## config.mk

```make
export PLATFORM = sky130hd
export DESIGN_NAME = param_sync_fifo
export DESIGN_NICKNAME = d
export VERILOG_FILES = /design/src/rtl/fifo_pkg.sv /design/src/rtl/fifo_dp_ram.sv /design/src/rtl/param_sync_fifo.sv
export SDC_FILE = /design/constraint.sdc
export NUM_CORES = 1
export LEC_CHECK = 0
export BUFFER_PORTS_ARGS = -buffer_cell sky130_fd_sc_hd__buf_2
export CELL_PAD_IN_SITES_DETAIL_PLACEMENT = 1
export CELL_PAD_IN_SITES_GLOBAL_PLACEMENT = 1
export CORE_MARGIN = 3
export CORE_UTILIZATION = 49
export CTS_CLUSTER_SIZE = 20
export DETAILED_ROUTE_END_ITERATION = 8
export GPL_TIMING_DRIVEN = 0
export HOLD_SLACK_MARGIN = 0.05
export PLACE_DENSITY = 0.83
export SLEW_MARGIN = 20
export SYNTH_ARGS = -nofsm -noshare
export SYNTH_HDL_FRONTEND = slang
export SYNTH_SLANG_ARGS = --single-unit
```

## constraint.sdc

```tcl
create_clock -name clk -period 3.85 [get_ports clk]
set_clock_uncertainty 0.15 [all_clocks]
set_input_delay 0.77 -clock clk [delete_from_list [all_inputs] [get_ports clk]]
set_output_delay 0.77 -clock clk [all_outputs]
set_load 0.02 [all_outputs]
```

## src/rtl/fifo_pkg.sv

```systemverilog
// Shared types for the synchronous FIFO: read-mode selector and sticky error flags.
package fifo_pkg;

  typedef enum logic {
    FIFO_STD  = 1'b0,
    FIFO_FWFT = 1'b1
  } fifo_mode_t;

  typedef struct packed {
    logic overflow;
    logic underflow;
  } fifo_err_t;

endpackage

```

## src/rtl/fifo_dp_ram.sv

```systemverilog
// Simple dual-port storage: one synchronous write port, one combinational read port.
// Contents are intentionally not reset.
module fifo_dp_ram #(
  parameter int DATA_WIDTH = 32,
  parameter int ADDR_W     = 4
) (
  input  logic                  clk,
  input  logic                  we,
  input  logic [ADDR_W-1:0]     waddr,
  input  logic [DATA_WIDTH-1:0] wdata,
  input  logic [ADDR_W-1:0]     raddr,
  output logic [DATA_WIDTH-1:0] rdata
);

  logic [DATA_WIDTH-1:0] mem [2**ADDR_W];

  // Write the addressed word on an enabled rising edge.
  always_ff @(posedge clk) begin
    if (we) mem[waddr] <= wdata;
  end

  assign rdata = mem[raddr];

endmodule

```

## src/rtl/param_sync_fifo.sv

```systemverilog
// Parameterised single-clock FIFO with level flags, sticky error flags and
// selectable registered-read or first-word-fall-through output.
module param_sync_fifo
  import fifo_pkg::*;
#(
  parameter int DATA_WIDTH = 32,
  parameter int DEPTH      = 16,
  parameter int AFULL_LVL  = DEPTH - 2,
  parameter int AEMPTY_LVL = 2,
  parameter int FWFT       = 0
) (
  input  logic                     clk,
  input  logic                     reset,
  input  logic                     push,
  input  logic [DATA_WIDTH-1:0]    wr_data,
  input  logic                     pop,
  output logic [DATA_WIDTH-1:0]    rd_data,
  output logic                     rd_valid,
  output logic                     full,
  output logic                     empty,
  output logic                     almost_full,
  output logic                     almost_empty,
  output logic [$clog2(DEPTH):0]   count,
  output logic                     overflow,
  output logic                     underflow,
  input  logic                     clr_err
);

  localparam int AW = $clog2(DEPTH);
  localparam int PW = AW + 1;
  localparam logic [PW-1:0] DEPTH_V  = PW'(DEPTH);
  localparam logic [PW-1:0] AFULL_V  = PW'(AFULL_LVL);
  localparam logic [PW-1:0] AEMPTY_V = PW'(AEMPTY_LVL);
  localparam fifo_mode_t MODE = (FWFT != 0) ? FIFO_FWFT : FIFO_STD;

  // Reject illegal configurations at elaboration time.
  if ((DEPTH < 4) || ((DEPTH & (DEPTH - 1)) != 0)) begin : g_bad_depth
    $error("param_sync_fifo: DEPTH must be a power of two and at least 4");
  end
  if (AFULL_LVL > DEPTH) begin : g_bad_afull
    $error("param_sync_fifo: AFULL_LVL must not exceed DEPTH");
  end
  if (AEMPTY_LVL >= DEPTH) begin : g_bad_aempty
    $error("param_sync_fifo: AEMPTY_LVL must be below DEPTH");
  end

  logic [PW-1:0]         wr_ptr;
  logic [PW-1:0]         rd_ptr;
  logic                  push_acc;
  logic                  pop_acc;
  fifo_err_t             err_q;
  fifo_err_t             err_set;
  logic [DATA_WIDTH-1:0] ram_rdata;

  // The wrap bit makes the pointer difference an exact 0..DEPTH occupancy.
  assign count        = wr_ptr - rd_ptr;
  assign full         = (count == DEPTH_V);
  assign empty        = (count == '0);
  assign almost_full  = (count >= AFULL_V);
  assign almost_empty = (count <= AEMPTY_V);
  assign overflow     = err_q.overflow;
  assign underflow    = err_q.underflow;

  // Accept/reject decisions; a rejected request raises its error flag even
  // when the opposite operation is accepted in the same cycle.
  always_comb begin
    push_acc          = push & ~full;
    pop_acc           = pop & ~empty;
    err_set.overflow  = push & full;
    err_set.underflow = pop & empty;
  end

  // Pointer advance; reset discards all stored words.
  always_ff @(posedge clk) begin
    if (reset) begin
      wr_ptr <= '0;
      rd_ptr <= '0;
    end else begin
      if (push_acc) wr_ptr <= wr_ptr + PW'(1);
      if (pop_acc)  rd_ptr <= rd_ptr + PW'(1);
    end
  end

  // Sticky error flags: a new error in the same cycle as clr_err wins.
  always_ff @(posedge clk) begin
    if (reset) begin
      err_q <= '0;
    end else begin
      err_q.overflow  <= err_set.overflow  | (err_q.overflow  & ~clr_err);
      err_q.underflow <= err_set.underflow | (err_q.underflow & ~clr_err);
    end
  end

  fifo_dp_ram #(
    .DATA_WIDTH (DATA_WIDTH),
    .ADDR_W     (AW)
  ) u_ram (
    .clk   (clk),
    .we    (push_acc),
    .waddr (wr_ptr[AW-1:0]),
    .wdata (wr_data),
    .raddr (rd_ptr[AW-1:0]),
    .rdata (ram_rdata)
  );

  if (MODE == FIFO_STD) begin : g_std
    logic [DATA_WIDTH-1:0] rd_data_q;
    logic                  rd_valid_q;

    // Registered read: capture the head word on an accepted pop, hold otherwise.
    always_ff @(posedge clk) begin
      if (reset) begin
        rd_data_q  <= '0;
        rd_valid_q <= 1'b0;
      end else begin
        rd_valid_q <= pop_acc;
        if (pop_acc) rd_data_q <= ram_rdata;
      end
    end

    assign rd_data  = rd_data_q;
    assign rd_valid = rd_valid_q;
  end else begin : g_fwft
    // Head word is always presented; pop just advances past it.
    assign rd_data  = ram_rdata;
    assign rd_valid = ~empty;
  end

endmodule

```

==> results of run 1 <==
-- final cells by class --
type	count	area, µm²
antenna	2	5.00
buffer	70	358
clock buffer	77	1540
clock inverter	23	283
fill	3796	18200
inverter	40	159
multi-input combinational	423	5070
sequential	557	16300
tap	585	732
timing repair buffer	103	687
-- path summary, 6_finish.rpt --
check | startpoint | end | slack [ns] | cells after the start
worst max-delay path | rd_ptr[0] | almost_empty | -0.14 | 12
worst min-delay path | rd_data[15] | rd_data[15] | 0.32 | 2
worst max register to register | rd_ptr[0] | u_ram.mem[6][28] | -0.12 | 11
worst min register to register | rd_data[15] | rd_data[15] | 0.32 | 2
-- state kept, by name (all words and copies together) (netlist names) --
register	cells
rd_valid	1
rd_data	32
overflow	1
rd_ptr	5
underflow	1
wr_ptr	5
u_ram.mem	512
-- worst max-delay path, cell delays in order, from the launching register on --
cell and delay, ns:
dfxtp_2 0.40, ha_4 0.15, inv_2 0.04, fa_2 0.39
a21o_1 0.22, a21oi_4 0.21, xor2_4 0.23, inv_4 0.05
buf_4 0.14, buf_12 0.12, buf_12 0.13, a2111oi_4 0.18
buf_4 0.20
-- repair_timing --
item / 4_1_cts / 5_1_grt
hold buffers: 0 / 0
gates resized for setup: 38 / 21
setup endpoints to repair: 555 / 151
pin swaps: 3 / 4
setup buffers: 15 / 5
-- cells by family (layout without fill, tap and decap cells) --
logic type,after synthesis,after routing,synth area share [%]
multiplexers,141,141,13.9
AND/OR/NAND/NOR,124,124,2.93
XOR/XNOR,4,4,0.283
AO/OA/AOI/OAI,144,144,4.97
other,0,2,0
adder cells (fa/ha/maj),10,10,0.612
flip-flops,557,557,75.1
buffers and inverters,115,313,2.25
-- per-layer routing --
layer | vias up | part of all wire [%] | global-route usage (%)
met5 | - | 0 | 0
met4 | 0 | 3.8 | 10.7
met3 | 153 | 8.5 | 5.65
met2 | 714 | 49 | 41.7
met1 | 6382 | 38 | 33.6
li1 | 4870 | - | -
-- cells in the final DEF, fill, tap and decap left out, drive strengths merged, types with 7 or more instances in the layout --
master,count
edfxtp,512
mux4,126
buf,125
clkbuf,125
o22ai,59
nor2,48
dfxtp,45
inv,38
nand4,31
o211ai,29
o311ai,29
clkinv,16
nor2b,12
and3,12
mux2,11
ha,9
nand2,7
bufinv,7
a21oi,7
-- power breakdown --
group	internal, mW	switching [mW]	total (mW)
sequential	6.96	0.214	7.18
clock	3.25	2.24	5.49
combinational	2.19	3.31	5.50
total	12.4	5.76	18.2
==> out/qor.txt, run 1 <==
Share of flip-flops with an asynchronous set or reset = 0%
Max clock buf depth = 3
Seq/Total Area, Yosys = 75.1%
Max Cap Violations = 0
Setup slack after layout = -0.138 ns
Max Freq = 251 MHz
DIE HEIGHT = 216 µm
WL final = 59.8 mm
Finish-stage setup viols = 68
Final Max Slew Viols = 0
CTS tree = built
Post-place instance area = 0.0229 mm²
IO Port Bufs = 78
Post-route ant nets = 0
Total track usage = 25.5%
Net count after synthesis = 1,142
Main flop type after synthesis = edfxtp_1
Proportion of layout cells with a drive suffix above 1 = 29.5%
Root Driver = clkbuf_16
Cell taking the most area after synthesis = edfxtp_1
Final worst path period share = 104%
Relative slew slack = 25.3%
Via Count = 12,100
# DRC = 0
First-pass GRT wire length = 86.9 mm
Initial Utilization = 50.0%
Ys Warns = 0
Dpl ws = -1.06 ns
Max rail drop VDD = 0.671 mV
Power, Total = 18.2 mW
Max FO, Critical Path = 4
Layout Cell Area excl Fill = 0.0251 mm²
Clk sink count = 557
Grt total ovfl = 0
Fin cells = 1,880
DR vias/cell = 6.45
Die outline area = 0.0468 mm²
Post-Synthesis Cells = 1,095
WL/cell = 31.8 µm
Pre-Repair DR Iteration Count = 8
Critical Path RT = 2.93 ns
Vias in the first global route = 13,100
Synthesized area = 0.0217 mm²
Failing checks = setup timing
Worst hold slack = 0.322 ns
Worst-Skew Late Latency = 0.61 ns
Worst-Margin Slew = 1.12 ns
WS Path Type = reg -> out
H-tree levels = 2
Synth-to-Final Area Change = 15.9%
Crit path capture type = primary output
Final HPWL DP = 35.0 mm
Synth top cells by count = edfxtp_1, mux4_2, o22ai_1
PwrDens = 723 mW/mm²
Finished Core Util = 57.9%
Worst min path class = reg -> reg
Core ar. = 0.0434 mm²
Final net count = 1,297
Critical path startpoint category = register
Placed insts = 1,763
Initial antenna violation count = 2
Crit path DAT = 3.07 ns
I/O pin count = 81
Number of enable flip-flop cells after synthesis = 512
Gpl congestion = 0.786
TritonCTS Buffers = 55
Run status = finished with violations
Total negative setup slack = -7.04 ns
Share of the synthesized area in the top cell type = 71.0%
Row Count = 76
Count leader, synth = edfxtp_1
Unrepaired setup endpoints after global routing = true
Pin count of the biggest net entering global routing = 33
Yosys reg bits = 557
Synth top area cells = edfxtp_1, mux4_2, dfxtp_1, o22ai_1, o211ai_1
Chip width = 216 µm
Min Tclk post-route = 3.99 ns
Final Hold Fails = 0
Detailed Route Iter0 Violations = 1,608
Synth unique cells = 53
Pleak = 7.94 nW
CTS clock-pin slew for the worst setup and hold paths = 0.07 ns
Mapped Avg Cell Area = 19.8 µm²
Note: power is estimated with default switching activity, not from simulation.
==> run 2, diff against run 1 <==
- ABC_AREA: not set -> 1
- CORE_UTILIZATION: 49 -> 45
- HOLD_SLACK_MARGIN: 0.05 -> not set
==> out/qor.txt, run 2 <==
R2r setup slk = 0.13 ns (+0.25 ns)
RR Startpoint = rd_ptr[1]
Max rail drop VDD = 0.360 mV (-46%)
M1 WL = 28.2 mm (+23%)
Total track usage = 28.0% (+2.5 points)
Detailed Route Iter0 Violations = 1,856 (+15%)
Total negative setup slack = 0 ns (+7.04 ns)
Proportion of layout cells with a drive suffix above 1 = 12.3% (-17 points)
TritonCTS Buffers = 56 (+1.8%)
Critical Path Source = rd_ptr[1]
Diode count = 0 (-2)
Finished Core Util = 53.8% (-4.1 points)
Synth top cells by count = edfxtp_1, nand2_1, nor2_1
# DRC = 0 (unchanged)
Cell Chain, Critical Path = clkbuf_4 -> inv_4 -> fa_1 -> xnor2_2 -> inv_2 -> nor2_2 -> nand2_1 -> nor2_1 -> buf_2
Number of enable flip-flop cells after synthesis = 512 (unchanged)
Final worst path period share = 97.3% (-6.3 points)
WS Path Type = reg -> out
Via Count = 17,100 (+41%)
Sw power = 4.71 mW (-18%)
Mapped Avg Cell Area = 10.9 µm² (-45%)
Share of the synthesized area in the top cell type = 67.4% (-3.5 points)
Max FFs per register = 512 (unchanged)
Final net count = 2,310 (+78%)
Max clock buf depth = 3 (unchanged)
R2r endpoint = u_ram.mem[11][2]
Pre-Repair DR Iteration Count = 5 (-3)
Power, Total = 15.5 mW (-15%)
Root Driver = clkbuf_16
Internal = 10.8 mW (-13%)
H-tree levels = 2 (unchanged)
CTS clock-pin slew for the worst setup and hold paths = 0.06 ns (about the same)
Share of flip-flops with an asynchronous set or reset = 0% (unchanged)
Worst Setup EP = empty
Max Freq = 267 MHz (+6.5%)
Row Count = 81 (+6.6%)
Crit-path max cell delay = 0.52 ns (+0.12 ns)
Net count after synthesis = 2,138 (+87%)
Gpl congestion = 0.833 (+5.9%)
Synthesized area = 0.0228 mm² (+5.2%)
Initial Utilization = 46.1% (-3.9 points)
Grt total ovfl = 0 (unchanged)
Ys Warns = 0 (unchanged)
Met2 WL = 37.3 mm (+26%)
Yosys reg bits = 557 (unchanged)
Met3 wire len = 5.98 mm (+17%)
Pleak = 10.0 nW (+26%)
Synth-to-Final Area Change = 16.7%
Most frequent cells in the layout = edfxtp_1, nand2_1, nor2_1
CTS tree = built
Crit path capture type = primary output
Clk sink count = 557 (unchanged)
Core ar. = 0.0495 mm² (+14%)
Post-route ant nets = 0 (unchanged)
Register with the most flip-flops = u_ram.mem
Critical path startpoint category = register
I/O pin count = 81 (unchanged)
Final Max Slew Viols = 0 (unchanged)
Relative slew slack = 36.1% (+11 points)
Seq/Total Area, Yosys = 71.4% (-3.7 points)
Unrepaired setup endpoints after global routing = false
Max FO, Critical Path = 17 (+13)
Run status = completed
DR vias/cell = 5.75 (-11%)
Crit path DAT = 2.83 ns (-0.24 ns)
Pin count of the biggest net entering global routing = 20 (-39%)
Worst-Margin Slew = 0.958 ns (-0.163 ns)
Worst r2r path cells = 12 (+1)
PwrDens = 581 mW/mm² (-20%)
WL/cell = 25.3 µm (-20%)
Switching share of power = 30.5% (-1.3 points)
Final HPWL DP = 49.2 mm (+41%)
Max Used Layer = met4
IO Port Bufs = 78 (unchanged)
Worst-Skew Late Latency = 0.62 ns (about the same)
Main flop type after synthesis = edfxtp_1
Max Cap Violations = 0 (unchanged)
Cell taking the most area after synthesis = edfxtp_1
Comb power frac = 20.4% (-9.9 points)
Min Tclk post-route = 3.75 ns (-0.242 ns)
Sequential share of power = 44.7% (+5.2 points)
Worst min path class = in -> reg
Synth top area cells = edfxtp_1, nand2_1, nor2_1, o21ai_0, dfxtp_1
Clock Power Share = 34.9% (+4.7 points)
Vias in the first global route = 18,600 (+43%)
Final Hold Fails = 0 (unchanged)
Die outline area = 0.0534 mm² (+14%)
Count leader, synth = edfxtp_1
CP max-delay cell = fa_1
Chip width = 231 µm (+6.8%)
First-pass GRT wire length = 112 mm (+28%)
WL final = 75.3 mm (+26%)
Finish-stage setup viols = 0 (-100%)
Initial antenna violation count = 0 (-2)
Critical Path RT = 2.93 ns (about the same)
DIE HEIGHT = 231 µm (+6.8%)
Commonest non-fill, non-tap cell in the layout = edfxtp_1
Synth unique cells = 29 (-45%)
Post-Synthesis Cells = 2,091 (+91%)
==> run 2: cell count changes after synthesis, sizes merged, moves of 59 or more <==
cell / previous run / this run
nand2: 7 / 515
o22ai: 59 / 0
nor2: 48 / 446
mux4: 126 / 0
o21ai: 2 / 225
nand3: 2 / 113
==> run 2: routing by layer <==
layer  up-vias  GRT usage [%]
met5         -              0
li1       7373              -
met2       941           48.8
met1      8552           33.8
met4         0           13.5
met3       239           4.98
==> run 2: logic make-up (layout without fill, tap and decap cells) <==
group | after synthesis | count (layout) | share of synthesized area (%)
DFF | 557 | 557 | 71.4
buffers and inverters | 200 | 418 | 3.87
and+or+nand+nor | 1080 | 1080 | 18.6
AOI/OAI and AO/OA | 235 | 235 | 5.17
adders and majority gates | 10 | 10 | 0.582
xor gates and xnor gates | 9 | 9 | 0.379
==> run 2: power groups by stage <==
stage               registers (mW)  clock network [mW]  logic, mW
finish                        6.91                5.39       3.16
global route                  6.92                5.65       3.42
CTS                           6.91                5.39       3.11
detailed placement            7.03                   0       3.01
global placement              7.02                   0       2.74
floorplan                     7.11                   0       1.70
==> run 2: per-stage QoR <==
stage | instances | instance area [µm²] | hold WS (ns) | setup slack, ns
2_1_floorplan | 2091 | 22800 | 0.315 | -0.881
3_3_place_gp | 2833 | 24100 | 0.297 | -3.73
3_5_place_dp | 2858 | 24600 | 0.308 | -0.683
4_1_cts | 2973 | 26600 | 0.268 | 0.0330
5_1_grt | 2973 | 26600 | 0.297 | 0.0101
6_report | 2973 | 26600 | 0.277 | 0.104
==> run 2: how the worst min path moves through the flow <==
stage / startpoint / to / slack (ns) / depth (start not counted)
global route: clr_err / underflow / 0.30 / 4
CTS: clr_err / underflow / 0.27 / 4
finish: clr_err / underflow / 0.28 / 4
floorplan: rd_ptr[3] / rd_ptr[3] / 0.31 / 2
detailed placement: underflow / underflow / 0.31 / 2
global placement: underflow / underflow / 0.30 / 2
==> run 2: area by class of cell <==
type                    count  area [µm²]
clock buffers              86        1620
multi-input cells        1334        5760
flip-flops and latches    557       16300
plain buffers             111         553
repair buffers            117        1070
clock inverters            18         176
inverters                  86         329
fillers                  5289       22800
well taps                 664         831
==> run 2: critical path: cells and delay by family (launching register included) <==
family	cells	cell delay [ns]
AND/OR/NAND/NOR	3	0.42
XOR/XNOR	1	0.20
flip-flops	1	0.37
buffers and inverters	4	0.68
adder cells (fa/ha/maj)	1	0.52
==> run 2: timing repair <==
action,in CTS,in global routing
endpoints found under the setup margin,472,44
pin swaps,12,0
hold buffers,0,0
resized for setup,2,2
buffers inserted,14,0
==> run 3, diff against run 2 <==
- SYNTH_HIERARCHICAL: not set -> 1
==> out/qor.txt, run 3 <==
Max rail drop VDD = 0.390 mV (+8.4%)
Cell taking the most area after synthesis = edfxtp_1
Count leader, synth = nand2_1
Comb power frac = 24.1% (+3.7 points)
Max FFs per register = 512 (unchanged)
WL final = 85.4 mm (+13%)
Share of the synthesized area in the top cell type = 63.2% (-4.3 points)
Mapped Avg Cell Area = 10.4 µm² (-5.0%)
R2r setup slk = 0.23 ns (+0.10 ns)
Pre-Repair DR Iteration Count = 7 (+2)
Row Count = 84 (+3.7%)
IO Port Bufs = 79 (+1.3%)
CTS clock-pin slew for the worst setup and hold paths = 0.06 ns (about the same)
First-pass GRT wire length = 125 mm (+12%)
Critical Path Source = wr_ptr[0]
Register with the most flip-flops = u_ram/mem
Final net count = 2,578 (+12%)
Max Freq = 268 MHz (+0.26%)
Max clock buf depth = 3 (unchanged)
Min Tclk post-route = 3.74 ns (-0.00984 ns)
WL/cell = 26.1 µm (+3.0%)
Seq/Total Area, Yosys = 66.9% (-4.5 points)
Switching share of power = 32.5% (+2.0 points)
Core ar. = 0.0531 mm² (+7.3%)
Hold endpoint = underflow
Clock Power Share = 33.8% (-1.1 points)
PwrDens = 580 mW/mm² (-0.11%)
Final Max Slew Viols = 0 (unchanged)
Cell Chain, Critical Path = inv_1 -> ha_1 -> inv_1 -> fa_2 -> inv_2 -> nand2_1 -> nor2_4 -> nand3_4 -> buf_12 -> inv_2 -> buf_2
Sw power = 5.36 mW (+14%)
Worst r2r path cells = 12 (unchanged)
Detailed Route Iter0 Violations = 1,982 (+6.8%)
Total track usage = 30.0% (+2.0 points)
Hold Buf Count CTS = 0 (unchanged)
Number of enable flip-flop cells after synthesis = 512 (unchanged)
Run status = finished with violations
Worst-Margin Slew = 1.13 ns (+0.175 ns)
I/O pin count = 81 (unchanged)
Initial Utilization = 45.9% (-0.25 points)
Most frequent cells in the layout = nand2_1, edfxtp_1, nand3_1
Ys Warns = 6 (+6)
CTS tree = built
Crit path capture type = primary output
Setup slack after layout = 0.114 ns (+0.00984 ns)
Worst hold path depth = 4 (unchanged)
Net count after synthesis = 2,393 (+12%)
# fillers = 5,708 (+7.9%)
Synth-to-Final Area Change = 16.8%
Die outline area = 0.0569 mm² (+6.6%)
Post-Synthesis Cells = 2,349 (+12%)
Synthesized area = 0.0243 mm² (+6.7%)
H-tree levels = 2 (unchanged)
Worst min path class = in -> reg
Synth top area cells = edfxtp_1, nand2_1, nand3_1, inv_1, dfxtp_1
Pleak = 12.1 nW (+20%)
WS Path Type = reg -> out
Vias in the first global route = 20,300 (+8.8%)
Clk sink count = 557 (unchanged)
Crit-path max cell delay = 0.49 ns (-0.03 ns)
Sequential share of power = 42.1% (-2.6 points)
Grt total ovfl = 0 (unchanged)
R2r endpoint = u_ram/mem[13][30]
Commonest non-fill, non-tap cell in the layout = nand2_1
Gpl congestion = 0.831 (-0.16%)
Finish-stage setup viols = 0 (unchanged)
Diode count = 0 (unchanged)
TritonCTS Buffers = 59 (+5.4%)
Worst-Skew Late Latency = 0.64 ns (+0.02 ns)
Critical path startpoint category = register
Synth top cells by count = nand2_1, edfxtp_1, nand3_1
DIE HEIGHT = 239 µm (+3.2%)
Critical Path RT = 2.93 ns (about the same)
Relative slew slack = 24.5% (-12 points)
RR Startpoint = rd_ptr[2]
Crit path DAT = 2.82 ns (about the same)
Total negative setup slack = 0 ns (unchanged)
Max Cap Violations = 0 (unchanged)
CP max-delay cell = fa_2
Post-route ant nets = 0 (unchanged)
Power, Total = 16.5 mW (+6.7%)
# DRC = 1 (+1)
Root Driver = clkbuf_16
Final worst path period share = 97.0% (-0.26 points)
Main flop type after synthesis = edfxtp_1
Synth unique cells = 31 (+6.9%)
Final Hold Fails = 0 (unchanged)
Max FO, Critical Path = 10 (-7)
Failing checks = DRC
Pin count of the biggest net entering global routing = 21 (+5.0%)
Internal = 11.1 mW (+3.6%)
Dpl ws = -0.203 ns (+0.481 ns)
Proportion of layout cells with a drive suffix above 1 = 15.0% (+2.7 points)
Share of flip-flops with an asynchronous set or reset = 0% (unchanged)
Yosys reg bits = 557 (unchanged)
Via Count = 18,800 (+9.9%)
Initial antenna violation count = 1 (+1)
Unrepaired setup endpoints after global routing = false
Final HPWL DP = 54.4 mm (+11%)
Chip width = 239 µm (+3.2%)
Hold path startpoint = clr_err
DR vias/cell = 5.74 (-0.15%)
[run 3: cell types whose count changed after synthesis, sizes merged, moves of 3 or more]
cell	before	now
a21oi	9	43
buf	73	101
clkbuf	41	20
ha	9	6
inv	85	406
nand2	515	738
nand3	113	436
nor2	446	26
nor3	4	1
o21ai	225	1
[run 3: kinds of logic after synthesis]
kind of cell / synth area share [%]
XOR/XNOR: 0.355
AND/OR/NAND/NOR: 21.4
adder cells (fa/ha/maj): 0.391
AO/OA/AOI/OAI: 1.38
flip-flops: 66.9
buffers and inverters: 9.58
[run 3: what timing repair did]
item,CTS,global route
setup buffers,18,7
gates resized for setup,4,6
pin swaps,11,2
setup endpoints to repair,377,51
[run 3: how the worst max path moves through the flow]
stage	cells past startpoint	end
after floorplan	12	u_ram/mem[12][0]
after global placement	12	u_ram/mem[8][30]
after detailed placement	13	u_ram/mem[8][30]
after CTS	11	empty
after global routing	11	empty
final	11	empty
[run 3: per-stage QoR]
step,hold WS (ns),instance area [µm²],util (%),instances
2_1_floorplan,0.323,24300,-,2349
3_3_place_gp,0.299,25600,48.2,3116
3_5_place_dp,0.304,26200,49.4,3136
4_1_cts,0.255,28400,53.4,3264
5_1_grt,0.265,28400,53.6,3271
6_report,0.267,28400,53.6,3271
[run 3: critical path, delay by kind of cell (launching register included)]
family	cells	cell delay (ns)
flip-flops	1	0.40
adder cells (fa/ha/maj)	2	0.70
AND/OR/NAND/NOR	3	0.41
buffers and inverters	6	0.69
[run 3: power by group through the flow]
stage | Combinational [mW] | Clock, mW | Sequential [mW]
3_5_place_dp | 3.78 | 0 | 7.07
6_report | 3.97 | 5.58 | 6.96
3_3_place_gp | 3.49 | 0 | 7.06
2_1_floorplan | 2.16 | 0 | 7.16
4_1_cts | 3.86 | 5.60 | 6.95
5_1_grt | 4.22 | 5.87 | 6.97
[run 3: per-layer routing]
| metal | GRT usage [%] | vias up | part of all wire [%] |
|---|---|---|---|
| met3 | 6.97 | 342 | 9.5 |
| met1 | 35.3 | 9355 | 36 |
| met5 | 0 | - | 0.011 |
| li1 | - | 7980 | - |
| met2 | 50.2 | 1112 | 48 |
| met4 | 18.2 | 2 | 6.7 |
[run 3: area by class of cell]
cell class | count | area [µm²] | area share [%]
repair buffers | 124 | 1210 | 4.27
clock inverters | 31 | 213 | 0.748
clock buffers | 79 | 1660 | 5.85
inverters | 406 | 1530 | 5.37
multi-input cells | 1265 | 5860 | 20.6
flip-flops and latches | 557 | 16300 | 57.3
plain buffers | 121 | 813 | 2.86
well taps | 688 | 861 | 3.03
